==> src/rtl/countdown_timer_if.sv <==
// Control and display bundle of the countdown timer.
// master: the controlling side (buttons in, display out).
// slave : the timer itself.
interface countdown_timer_if;
    logic       start;
    logic       pause;
    logic       clear;
    logic       set_sec;
    logic       set_min;
    logic       set_hr;
    logic [5:0] sec;
    logic [5:0] min;
    logic [4:0] hr;
    logic       running;
    logic       expired;
    logic       buzzer;

    modport master (
        output start, pause, clear, set_sec, set_min, set_hr,
        input  sec, min, hr, running, expired, buzzer
    );

    modport slave (
        input  start, pause, clear, set_sec, set_min, set_hr,
        output sec, min, hr, running, expired, buzzer
    );
endinterface

==> src/rtl/countdown_timer.sv <==
// Countdown timer: hh:mm:ss loaded with increment buttons, counted down
// once per 1 Hz tick, with pause/resume, latched expiry and a buzzer pulse
// lasting ALARM_SECS periods.
//
// state    | meaning
// ---------+---------------------------------------------------------
// S_IDLE   | time editable with set_*, start launches if time nonzero
// S_RUN    | decrementing once per edge, pause freezes
// S_PAUSED | time held, start resumes
// S_DONE   | reached 0:00:00, expired high, buzzer timed, start acks
module countdown_timer #(
    parameter int ALARM_SECS = 10
) (
    input  logic               clk_1Hz,
    input  logic               rst,
    countdown_timer_if.slave   bus
);

    typedef enum logic [1:0] {
        S_IDLE   = 2'd0,
        S_RUN    = 2'd1,
        S_PAUSED = 2'd2,
        S_DONE   = 2'd3
    } state_t;

    localparam logic [7:0] ALARM_LEN = 8'(ALARM_SECS);

    state_t     state_q,   state_d;
    logic [5:0] sec_q,     sec_d;
    logic [5:0] min_q,     min_d;
    logic [4:0] hr_q,      hr_d;
    logic       running_q, running_d;
    logic       expired_q, expired_d;
    logic       buzzer_q,  buzzer_d;
    // Periods the buzzer has been high so far, saturating at ALARM_LEN.
    logic [7:0] bz_cnt_q,  bz_cnt_d;

    logic time_zero;
    assign time_zero = (sec_q == 6'd0) && (min_q == 6'd0) && (hr_q == 5'd0);

    // State and datapath registers, cleared asynchronously by rst.
    always_ff @(posedge clk_1Hz or posedge rst) begin
        if (rst) begin
            state_q   <= S_IDLE;
            sec_q     <= 6'd0;
            min_q     <= 6'd0;
            hr_q      <= 5'd0;
            running_q <= 1'b0;
            expired_q <= 1'b0;
            buzzer_q  <= 1'b0;
            bz_cnt_q  <= 8'd0;
        end else begin
            state_q   <= state_d;
            sec_q     <= sec_d;
            min_q     <= min_d;
            hr_q      <= hr_d;
            running_q <= running_d;
            expired_q <= expired_d;
            buzzer_q  <= buzzer_d;
            bz_cnt_q  <= bz_cnt_d;
        end
    end

    // Next state, time update and buzzer timing; clear overrides everything.
    always_comb begin
        state_d  = state_q;
        sec_d    = sec_q;
        min_d    = min_q;
        hr_d     = hr_q;
        buzzer_d = buzzer_q;
        bz_cnt_d = bz_cnt_q;

        if (bus.clear) begin
            state_d  = S_IDLE;
            sec_d    = 6'd0;
            min_d    = 6'd0;
            hr_d     = 5'd0;
            buzzer_d = 1'b0;
            bz_cnt_d = 8'd0;
        end else begin
            case (state_q)
                S_IDLE: begin
                    if (bus.start && !time_zero) begin
                        state_d = S_RUN;
                    end else begin
                        // A start at 0:00:00 is ignored, so edits still apply.
                        if (bus.set_sec) sec_d = (sec_q == 6'd59) ? 6'd0 : sec_q + 6'd1;
                        if (bus.set_min) min_d = (min_q == 6'd59) ? 6'd0 : min_q + 6'd1;
                        if (bus.set_hr)  hr_d  = (hr_q  == 5'd23) ? 5'd0 : hr_q  + 5'd1;
                    end
                end
                S_RUN: begin
                    if (bus.pause) begin
                        state_d = S_PAUSED;
                    end else begin
                        if (sec_q != 6'd0) begin
                            sec_d = sec_q - 6'd1;
                        end else if (min_q != 6'd0) begin
                            min_d = min_q - 6'd1;
                            sec_d = 6'd59;
                        end else if (hr_q != 5'd0) begin
                            hr_d  = hr_q - 5'd1;
                            min_d = 6'd59;
                            sec_d = 6'd59;
                        end
                        if ((sec_d == 6'd0) && (min_d == 6'd0) && (hr_d == 5'd0)) begin
                            state_d  = S_DONE;
                            buzzer_d = 1'b1;
                            bz_cnt_d = 8'd1;
                        end
                    end
                end
                S_PAUSED: begin
                    if (bus.start) state_d = S_RUN;
                end
                S_DONE: begin
                    if (bus.start) begin
                        state_d  = S_IDLE;
                        buzzer_d = 1'b0;
                        bz_cnt_d = 8'd0;
                    end else if (bz_cnt_q < ALARM_LEN) begin
                        bz_cnt_d = bz_cnt_q + 8'd1;
                        buzzer_d = 1'b1;
                    end else begin
                        buzzer_d = 1'b0;
                    end
                end
                default: state_d = S_IDLE;
            endcase
        end

        running_d = (state_d == S_RUN);
        expired_d = (state_d == S_DONE);
    end

    assign bus.sec     = sec_q;
    assign bus.min     = min_q;
    assign bus.hr      = hr_q;
    assign bus.running = running_q;
    assign bus.expired = expired_q;
    assign bus.buzzer  = buzzer_q;

endmodule

==> src/flat_wrapper.sv <==
// flat-port wrapper written by rule: the top's interface ports become plain ports
module countdown_timer_flat 
#(
    parameter int ALARM_SECS = 10
)
  (clk_1Hz, rst, bus_start, bus_pause, bus_clear, bus_set_sec, bus_set_min, bus_set_hr, bus_sec, bus_min, bus_hr, bus_running, bus_expired, bus_buzzer);
  countdown_timer_if bus_i ();
  input  logic clk_1Hz;
  input  logic rst;
  input wire logic [$bits(bus_i.start)-1:0] bus_start;
  input wire logic [$bits(bus_i.pause)-1:0] bus_pause;
  input wire logic [$bits(bus_i.clear)-1:0] bus_clear;
  input wire logic [$bits(bus_i.set_sec)-1:0] bus_set_sec;
  input wire logic [$bits(bus_i.set_min)-1:0] bus_set_min;
  input wire logic [$bits(bus_i.set_hr)-1:0] bus_set_hr;
  output wire logic [$bits(bus_i.sec)-1:0] bus_sec;
  output wire logic [$bits(bus_i.min)-1:0] bus_min;
  output wire logic [$bits(bus_i.hr)-1:0] bus_hr;
  output wire logic [$bits(bus_i.running)-1:0] bus_running;
  output wire logic [$bits(bus_i.expired)-1:0] bus_expired;
  output wire logic [$bits(bus_i.buzzer)-1:0] bus_buzzer;
  assign bus_i.start = bus_start;
  assign bus_i.pause = bus_pause;
  assign bus_i.clear = bus_clear;
  assign bus_i.set_sec = bus_set_sec;
  assign bus_i.set_min = bus_set_min;
  assign bus_i.set_hr = bus_set_hr;
  assign bus_sec = bus_i.sec;
  assign bus_min = bus_i.min;
  assign bus_hr = bus_i.hr;
  assign bus_running = bus_i.running;
  assign bus_expired = bus_i.expired;
  assign bus_buzzer = bus_i.buzzer;
  countdown_timer #(.ALARM_SECS(ALARM_SECS)) u_core (.clk_1Hz(clk_1Hz), .rst(rst), .bus(bus_i));
endmodule
==> config.mk <==
export PLATFORM = sky130hd
export DESIGN_NAME = countdown_timer_flat
export DESIGN_NICKNAME = d
export VERILOG_FILES = /design/src/rtl/countdown_timer_if.sv /design/src/rtl/countdown_timer.sv /design/src/flat_wrapper.sv
export SDC_FILE = /design/constraint.sdc
export NUM_CORES = 1
export LEC_CHECK = 0
export BUFFER_PORTS_ARGS = -buffer_cell sky130_fd_sc_hd__buf_2
export CAP_MARGIN = 20
export CORE_ASPECT_RATIO = 0.7
export CORE_MARGIN = 2
export CORE_UTILIZATION = 30
export DETAILED_ROUTE_END_ITERATION = 16
export GPL_TIMING_DRIVEN = 0
export REMOVE_ABC_BUFFERS = 1
export SLEW_MARGIN = 20
export SYNTH_ARGS = -nofsm -noshare
export SYNTH_HDL_FRONTEND = slang
export SYNTH_SLANG_ARGS = --single-unit
==> constraint.sdc <==
create_clock -name clk_1Hz -period 3.5 [get_ports clk_1Hz]
set_input_delay 0.525 -clock clk_1Hz [delete_from_list [all_inputs] [get_ports clk_1Hz]]
set_output_delay 0.525 -clock clk_1Hz [all_outputs]
set_load 0.005 [all_outputs]
### Word-level counts from Yosys, hierarchy flattened

Cells that the tools add are included.

* eq/ne operators: 15
* reduce and logical (&&, ||, !) cells: 23
* multiplexer cells: 55
* add/subtract/negate cells: 7
* order comparisons: 1

Operators with widths (count)
* $mux W6: 22
* $mux W5: 11
* $mux W8: 5
* $logic_not A6 Y1: 4
* $pmux W6 S2: 2
* $pmux W8 S2: 1
* $reduce_and A4 Y1: 4
* $ne A3 B3 Y1 const B: 5
* $add A6 B1 Y6 const B: 2
* $eq A6 B6 Y1 const B: 2
* $mux W2: 6
* $reduce_bool A6 Y1: 2
* $sub A6 B1 Y6 const B: 2
* $logic_not A5 Y1: 2
* $pmux W5 S2: 1
* $add A8 B1 Y8 const B: 1
* $lt A8 B4 Y1 const B: 1
* $pmux W2 S4: 1
* $eq A2 B2 Y1 const B: 3
* $reduce_bool A3 Y1: 2
* $add A5 B1 Y5 const B: 1
* $eq A5 B5 Y1 const B: 1
* $logic_and A1 B1 Y1: 5
* $mux W1: 5
* other kinds (9): 10

* register bits after elaboration: 30
* logic and storage cells: 109
* input port bits: 8
* output and inout port bits: 20

### Depth between registers and ports, before layout

Gate-level depths: netlist (run 1).

* depth after elaboration: 15
* mapped depth: 10
* depth with buffers taken out: 9

### Least setup slack after synthesis (run 1)

Ideal clock, no wire load.

* path kind: register to register
* from: register u_core.hr_q[0], in the netlist u_core.bus.hr[0]
* to: register u_core.buzzer_q, in the netlist u_core.bus.buzzer
* buffers on the path: 0
* clock period less this slack: 2622 ps
* library setup time: 127 ps
* data required time: 3373 ps
* path slack: 878 ps
* arrival time: 2495 ps
* cell stages (with the launch flop): 10
* cells stage by stage: dfrtp_1 inv_1 ha_1 nor4b_4 a311oi_1 o32ai_1 o2111ai_1 o41ai_2 a21o_1 mux2_1

* word-level cells in the longest chain between the ends: 12
* elaborated cells on any way between the ends: 27
* those cells by class: add/sub (1); eq/ne (1); mux (18); reduce/logical (7)

Ends and longest elaborated chain
* start, declared: line countdown_timer.sv:31 `logic [4:0] hr_q, hr_d;`
* start signal, assigned: line countdown_timer.sv:56 `hr_q <= hr_d;`
* parallel branches: the longest is 9 deep, another holds $sub A5 B1 Y5
* $logic_and A1 B1 Y1 *: line countdown_timer.sv:106 `if ((sec_d == 6'd0) && (min_d == 6'd0) && (hr_d == 5'd0)) begin`
* $ne A3 B2 Y1 (no line) *
* $reduce_and A3 Y1 (no line) *
* end signal, assigned: line countdown_timer.sv:59 `buzzer_q <= buzzer_d;`
* end, declared: line countdown_timer.sv:34 `logic buzzer_q, buzzer_d;`

Every way passes the cells marked *. The select of a mux whose other input is x is not followed.
A chain may end at the register's enable or synchronous reset.

### Final worst setup path (run 1)

Same ends and word-level chain as after synthesis.

==> results.toml, run 1 <==
[status]
outcome = "completed"

[detailed_routing]
antenna_violating_nets_remaining = 0
remaining_drc_errors = 0
firstDrtPassIters = 4
routed-via-count = 2444
detailedRoute.firstIterationViolations = 182
finalWirelength_um = 6866
routed_via_density = 5.847
wl_per_cell_um = 16.43

[final_layout]
fin_nets = 332
stdcell_count = 418
design_area_mm2 = 0.002784
layout-drive-gt1-share_pct = 16.09
flow.area_growth_from_synthesis_pct = 15.34
antenna_cells = 0

[clock_network]
tritoncts_num_sinks = 30
worst_skew_pair.late_latency_ns = 0.28
clock_tree.root_cell = "sky130_fd_sc_hd__clkbuf_16"
cts-buffers-inserted = 5
worst_setup_hold_path_clk_slew_ns = 0.05
cts_htree_levels = 2
hold_buffers = 0
clock_tree.buffer_depth = 2
tritoncts = "built"

[floorplanning]
die_width_um = 111.2
initial_utilization_pct = 30.80
rows = 27
coreArea_mm2 = 0.007838
design.die.area_mm2 = 0.008790
die_y_um = 79.05
pin_count = 28

[global_routing]
number_of_global_route_vias_before_repair = 2270
grt.total_usage_pct = 15.90
grt_remaining_overflow = 0
maximum_number_of_pins_on_one_net_before_global_route_repair = 31
antenna_found_initial = 0
grt_first_pass_wirelength_um = 11480

[worst_setup_path]
regToRegEndpoint = "u_core.bus.buzzer"
criticalPathCategory = "flip-flop to flip-flop"
crit_required_ns = 3.66
critical_path.endpoint_type = "flip-flop"
setup.worst_path.start_class = "flip-flop"
arrival_ns = 3.38
rr_worst_depth = 9
register_to_register_setup_slack_ns = 0.28
rr_startpoint = "u_core.bus.hr[0]"
worstPathMaxFanout = 8

[power_and_ir_drop]
seq_power_share_pct = 24.4
power_leakage_nw = 1.184
pwr-share-clk_pct = 17.9
power.internal_mw = 1.335
vdd.ir_drop.worst_v = 0.0003780
reported_net_switching_power_mw = 1.319
combinational_share_of_power_pct = 57.7
sw_frac_of_total_pct = 49.70
power.density_cell_area_mw_per_mm2 = 953.5
design_power_total_mw = 2.654

[flow_run]
timing.max_cap.violations = 0

[place]
port_buf_inserts = 27
placed_cells = 408
place_congestion = 0.9234
placed_area_mm2 = 0.002595
detailed_placer_s_ending_hpwl_um = 5014

[sta]
period_share_pct = 92.08
slew_headroom_pct = 32.35
setup_repair_after_global_routing_missed_its_margin = "false"
fmaxAchievable_mhz = 310.3
fin_crit_ns = 3.223
final_hold_viol_count = 0
clock-skew-final_ns = 0.007067
setup_tns_ns = 0
report.final.slew_viol_count = 0
tightestPinTransition_ns = 1.013
setup_viol = 0

[synth]
syn_area_per_cell_um2 = 8.099
ys_types = 64
synth_enable_flop_cells = 0
ys_async_sr_fraction_pct = 100.0
synth_sequential_area_ratio_pct = 31.10
primary_flip_flop_cell_chosen_by_synthesis_mapping = "sky130_fd_sc_hd__dfrtp_1"
syn-cell-area_mm2 = 0.002414
yosys_register_bits = 30
yosys.cell_count.top_type = "sky130_fd_sc_hd__dfrtp_1"
synth_area_leader_cell = "sky130_fd_sc_hd__dfrtp_1"
synth.top_cells.by_count = "30 x sky130_fd_sc_hd__dfrtp_1, 29 x sky130_fd_sc_hd__o21ai_0, 26 x sky130_fd_sc_hd__nor2_1"
synth.area.top_cells = "sky130_fd_sc_hd__dfrtp_1 31%, sky130_fd_sc_hd__o21ai_0 6.0%, sky130_fd_sc_hd__ha_1 4.1%"
ys.warnings.count = 0
synthesized_instance_count = 298
yosysTopAreaCellShare_pct = 31.10

[hold_path]
hp-class = "input port to async pin"
-- placed cells by master (no fill, tap or decap), types with 7 or more instances in the layout --
| master | instances |
|---|---|
| sky130_fd_sc_hd__dfrtp_1 | 30 |
| sky130_fd_sc_hd__o21ai_0 | 27 |
| sky130_fd_sc_hd__buf_2 | 27 |
| sky130_fd_sc_hd__nor2_1 | 26 |
| sky130_fd_sc_hd__nand2_1 | 21 |
| sky130_fd_sc_hd__inv_1 | 17 |
| sky130_fd_sc_hd__a21oi_1 | 16 |
| sky130_fd_sc_hd__a31oi_1 | 9 |
| sky130_fd_sc_hd__nor3_1 | 9 |
| sky130_fd_sc_hd__nor2b_1 | 8 |
| sky130_fd_sc_hd__nand3_1 | 8 |
| sky130_fd_sc_hd__ha_1 | 8 |
| sky130_fd_sc_hd__o31ai_1 | 7 |
| sky130_fd_sc_hd__nor3b_1 | 7 |
-- worst max-delay path by stage --
stage                     startpoint           endpoint  slack (ns)  depth (start not counted)
floorplan           u_core.bus.hr[0]  u_core.bus.buzzer        0.88                          9
global placement    u_core.bus.hr[0]  u_core.bus.buzzer        0.23                          9
detailed placement  u_core.bus.hr[0]  u_core.bus.buzzer        0.17                          9
CTS                 u_core.bus.hr[0]  u_core.bus.buzzer        0.12                          9
global route        u_core.bus.hr[0]  u_core.bus.buzzer        0.12                          9
finish              u_core.bus.hr[0]  u_core.bus.buzzer        0.28                          9
-- state kept, by name (all words and copies together), names as in the netlist --
name / cells
u_core.bz_cnt_q: 8
u_core.bus.min: 6
u_core.bus.expired: 1
u_core.bus.running: 1
u_core.bus.hr: 5
u_core.bus.sec: 6
u_core.bus.buzzer: 1
u_core.state_q: 2
-- repair_timing --
| action | 4_1_cts | 5_1_grt |
|---|---|---|
| gates resized for setup | 0 | 1 |
| setup buffers | 0 | 2 |
| endpoints found under the setup margin | 0 | 7 |
-- logic make-up (layout without fill, tap and decap cells) --
family | count (synthesis) | in the layout | share of synthesized area [%]
flops | 30 | 30 | 31.10
simple gates | 113 | 113 | 26.65
buf+inv | 36 | 55 | 6.117
compound gates | 108 | 108 | 30.64
mux | 3 | 3 | 1.348
fa+ha+maj | 8 | 8 | 4.147
-- power groups by stage --
| stage | logic (mW) | clock network (mW) | registers [mW] |
|---|---|---|---|
| after floorplan | 1.04 | 0 | 0.597 |
| after global placement | 1.42 | 0 | 0.643 |
| after detailed placement | 1.43 | 0 | 0.646 |
| after CTS | 1.45 | 0.483 | 0.640 |
| after global routing | 1.69 | 0.499 | 0.667 |
| final | 1.53 | 0.476 | 0.647 |
-- area by class of cell --
type | count | area [um^2]
inverter | 18 | 67.56
clock buffer | 8 | 166.4
tap | 101 | 126.4
sequential | 30 | 750.7
fill | 840 | 5054
multi-input combinational | 232 | 1523
timing repair buffer | 29 | 150.1
-- routing by layer --
layer	track usage (%)	wire length (um)	vias to the layer above	part of all wire, %
met4	3.580	66	0	0.96
met5	0	0	-	0
met1	23.39	3560	1184	52
met3	3.664	409	9	6.0
met2	23.72	2830	83	41
li1	-	-	1168	-
-- critical path, cell delays in order (launching register included) --
cell	delay, ns
sky130_fd_sc_hd__dfrtp_1	0.49
sky130_fd_sc_hd__inv_1	0.15
sky130_fd_sc_hd__ha_1	0.20
sky130_fd_sc_hd__nor4b_4	0.42
sky130_fd_sc_hd__a311oi_1	0.29
sky130_fd_sc_hd__a211oi_2	0.28
sky130_fd_sc_hd__nand4_1	0.22
sky130_fd_sc_hd__o41ai_2	0.52
sky130_fd_sc_hd__a21o_1	0.22
sky130_fd_sc_hd__mux2_1	0.32
-- stage by stage --
| step | setup WS [ns] | util, % | hold WS (ns) |
|---|---|---|---|
| floorplan | 0.8779 | - | 0.4588 |
| global placement | 0.2321 | 33.11 | 0.4703 |
| detailed placement | 0.1702 | 33.11 | 0.4793 |
| CTS | 0.1200 | 35.23 | 0.3614 |
| global route | 0.1164 | 35.52 | 0.4017 |
| finish | 0.2772 | 35.52 | 0.3258 |
Power figures use the tool's default switching activity.
==> run 2, diff against run 1 <==
ABC_AREA = 1   (was unset)
==> results.toml, run 2 <==
[final_layout]
layout.filler_cells = 867
ff_latch_area_um2 = 750.7
flow.area_growth_from_synthesis_pct = 13.96
layout-drive-gt1-share_pct = 19.11
flip_flop_count_of_the_largest_register_after_layout = 8
finalCoreUtilization_pct = 34.77
antenna_cells = 0
fin_nets = 418
layout_commonest_cell = "sky130_fd_sc_hd__nand2_1"
design_area_mm2 = 0.002912
area_used_by_multi_input_combinational_logic_mm2 = 0.001538
final_cell_mix = "90 x sky130_fd_sc_hd__nand2_1, 48 x sky130_fd_sc_hd__inv_1, 42 x sky130_fd_sc_hd__nor2_1, 30 x sky130_fd_sc_hd__nand3_1, 30 x sky130_fd_sc_hd__dfrtp_1"
largest-register = "u_core.bz_cnt_q"

[detailed_routing]
detailedRoute.firstIterationViolations = 167
finalWirelength_um = 6629
routed_via_density = 4.970
wl_per_cell_um = 13.05
remaining_drc_errors = 0
routed-via-count = 2525
antenna_violating_nets_remaining = 0
firstDrtPassIters = 5

[floorplanning]
die_width_um = 114.3
die_y_um = 81.21
initial_utilization_pct = 30.51
design.die.area_mm2 = 0.009282
pin_count = 28
coreArea_mm2 = 0.008373
rows = 28

[sta]
setup_viol = 0
timing.hold.ws_ns = 0.3315
setup_repair_after_global_routing_missed_its_margin = "false"
slew_headroom_pct = 40.99
tightestPinTransition_ns = 0.8738
fin_crit_ns = 2.596
final_hold_viol_count = 0
clock-skew-final_ns = 0.003015
setup_tns_ns = 0
fmaxAchievable_mhz = 385.2
period_share_pct = 74.18
report.final.slew_viol_count = 0

[synth]
ys_types = 33
syn-cell-area_mm2 = 0.002555
synth.area.top_cells = "sky130_fd_sc_hd__dfrtp_1 29%, sky130_fd_sc_hd__nand2_1 13%, sky130_fd_sc_hd__inv_1 7.2%"
synth_sequential_area_ratio_pct = 29.38
syn_area_per_cell_um2 = 6.813
yosys_register_bits = 30
ys.warnings.count = 0
primary_flip_flop_cell_chosen_by_synthesis_mapping = "sky130_fd_sc_hd__dfrtp_1"
synth_area_leader_cell = "sky130_fd_sc_hd__dfrtp_1"
yosysTopAreaCellShare_pct = 29.38
synth.top_cells.by_count = "90 x sky130_fd_sc_hd__nand2_1, 49 x sky130_fd_sc_hd__inv_1, 42 x sky130_fd_sc_hd__nor2_1"
yosys.cell_count.top_type = "sky130_fd_sc_hd__nand2_1"
synth_enable_flop_cells = 0
synthesized_instance_count = 375
ys_async_sr_fraction_pct = 100.0

[worst_setup_path]
cpMostUsedCell = "sky130_fd_sc_hd__nand2_2"
criticalPathCategory = "flip-flop to flip-flop"
cp_cell_sequence = "inv_1 -> ha_1 -> nand3_4 -> nor2_4 -> nand2_4 -> nand2_2 -> nand2_2 -> nor2_4 -> nand2_1 -> nor2_1 -> nand4_1 -> nand2_2 -> nand2_4 -> inv_4 -> nor2_2"
cpMaxStageDelayCell = "sky130_fd_sc_hd__dfrtp_1"
critical_path.endpoint_type = "flip-flop"
max_stage_delay_ns = 0.45
setup.worst_path.start_class = "flip-flop"
arrival_ns = 2.77
crit_required_ns = 3.67
register_to_register_setup_slack_ns = 0.90
worstPathMaxFanout = 12

[clock_network]
tritoncts = "built"
worst_skew_pair.late_latency_ns = 0.28
post-cts-setup-buffer-count = 0
clock_tree.root_cell = "sky130_fd_sc_hd__clkbuf_16"
clock_tree.buffer_depth = 2
tritoncts_num_sinks = 30
cts-buffers-inserted = 5
cts.repair.resized = 0
worst_setup_hold_path_clk_slew_ns = 0.05
cts_htree_levels = 2
hold_buffers = 0

[power_and_ir_drop]
power_leakage_nw = 1.450
design_power_total_mw = 3.044
power.density_cell_area_mw_per_mm2 = 1046
vdd.ir_drop.worst_v = 0.0004618

[global_routing]
grt_remaining_overflow = 0
maximum_number_of_pins_on_one_net_before_global_route_repair = 31
number_of_global_route_vias_before_repair = 2310
antenna_found_initial = 0
grt_first_pass_wirelength_um = 11230
grt.total_usage_pct = 15.26

[place]
placed_area_mm2 = 0.002760
port_buf_inserts = 27
detailed_placer_s_ending_hpwl_um = 4992
place_congestion = 0.8570

[hold_path]
hp-class = "input port to async pin"

[flow_run]
timing.max_cap.violations = 0

[status]
outcome = "completed"
[run 2: kinds of logic (layout without fill, tap and decap cells)]
| group | after synthesis | in the layout | share of synthesized area [%] |
|---|---|---|---|
| adder cells (fa/ha/maj) | 8 | 8 | 3.918 |
| buffers and inverters | 61 | 89 | 10.43 |
| XOR/XNOR | 7 | 7 | 2.400 |
| AO/OA/AOI/OAI | 59 | 59 | 12.63 |
| flip-flops | 30 | 30 | 29.38 |
| AND/OR/NAND/NOR | 210 | 210 | 41.23 |
[run 2: power by group]
part           internal (mW)  switching (mW)
clock network          0.281           0.159
registers              0.429           0.170
logic                  0.693            1.31
[run 2: final timing paths]
kind,startpoint,to,cells after the start
min in group clk_1Hz,u_core.bz_cnt_q[7],u_core.bz_cnt_q[7],2
max in group asynchronous,rst,u_core.bus.sec[1],2
setup reg to reg,u_core.bus.sec[0],u_core.bz_cnt_q[6],15
setup / recovery,u_core.bus.sec[0],u_core.bz_cnt_q[6],15
hold / removal,rst,u_core.bz_cnt_q[2],2
hold reg to reg,u_core.bz_cnt_q[7],u_core.bz_cnt_q[7],2
[run 2: critical path: cells and delay by family, from the launching register on]
| family | cells | cell delay [ns] |
|---|---|---|
| simple gates | 12 | 1.43 |
| fa+ha+maj | 1 | 0.29 |
| flops | 1 | 0.45 |
| buf+inv | 2 | 0.33 |
[run 2: layout make-up]
class	instances	area share, %
multi-input combinational	284	52.81
sequential	30	25.78
inverter	54	7.048
clock buffer	6	4.770
timing repair buffer	27	4.641
tap	105	4.512
clock inverter	2	0.4297
[run 2: layer usage]
layer | track usage (%) | part of all wire, % | vias to the layer above
li1 | - | - | 1264
met1 | 23.35 | 50 | 1134
met2 | 21.01 | 39 | 119
met3 | 3.134 | 9.3 | 8
met4 | 4.756 | 1.1 | 0
met5 | 0 | 0 | -
[run 2: per-stage QoR]
step | cells | setup slack [ns]
global route | 508 | 0.6807
global placement | 500 | 0.9724
floorplan | 368 | 1.352
CTS | 508 | 0.9217
finish | 508 | 0.9038
detailed placement | 500 | 0.9399
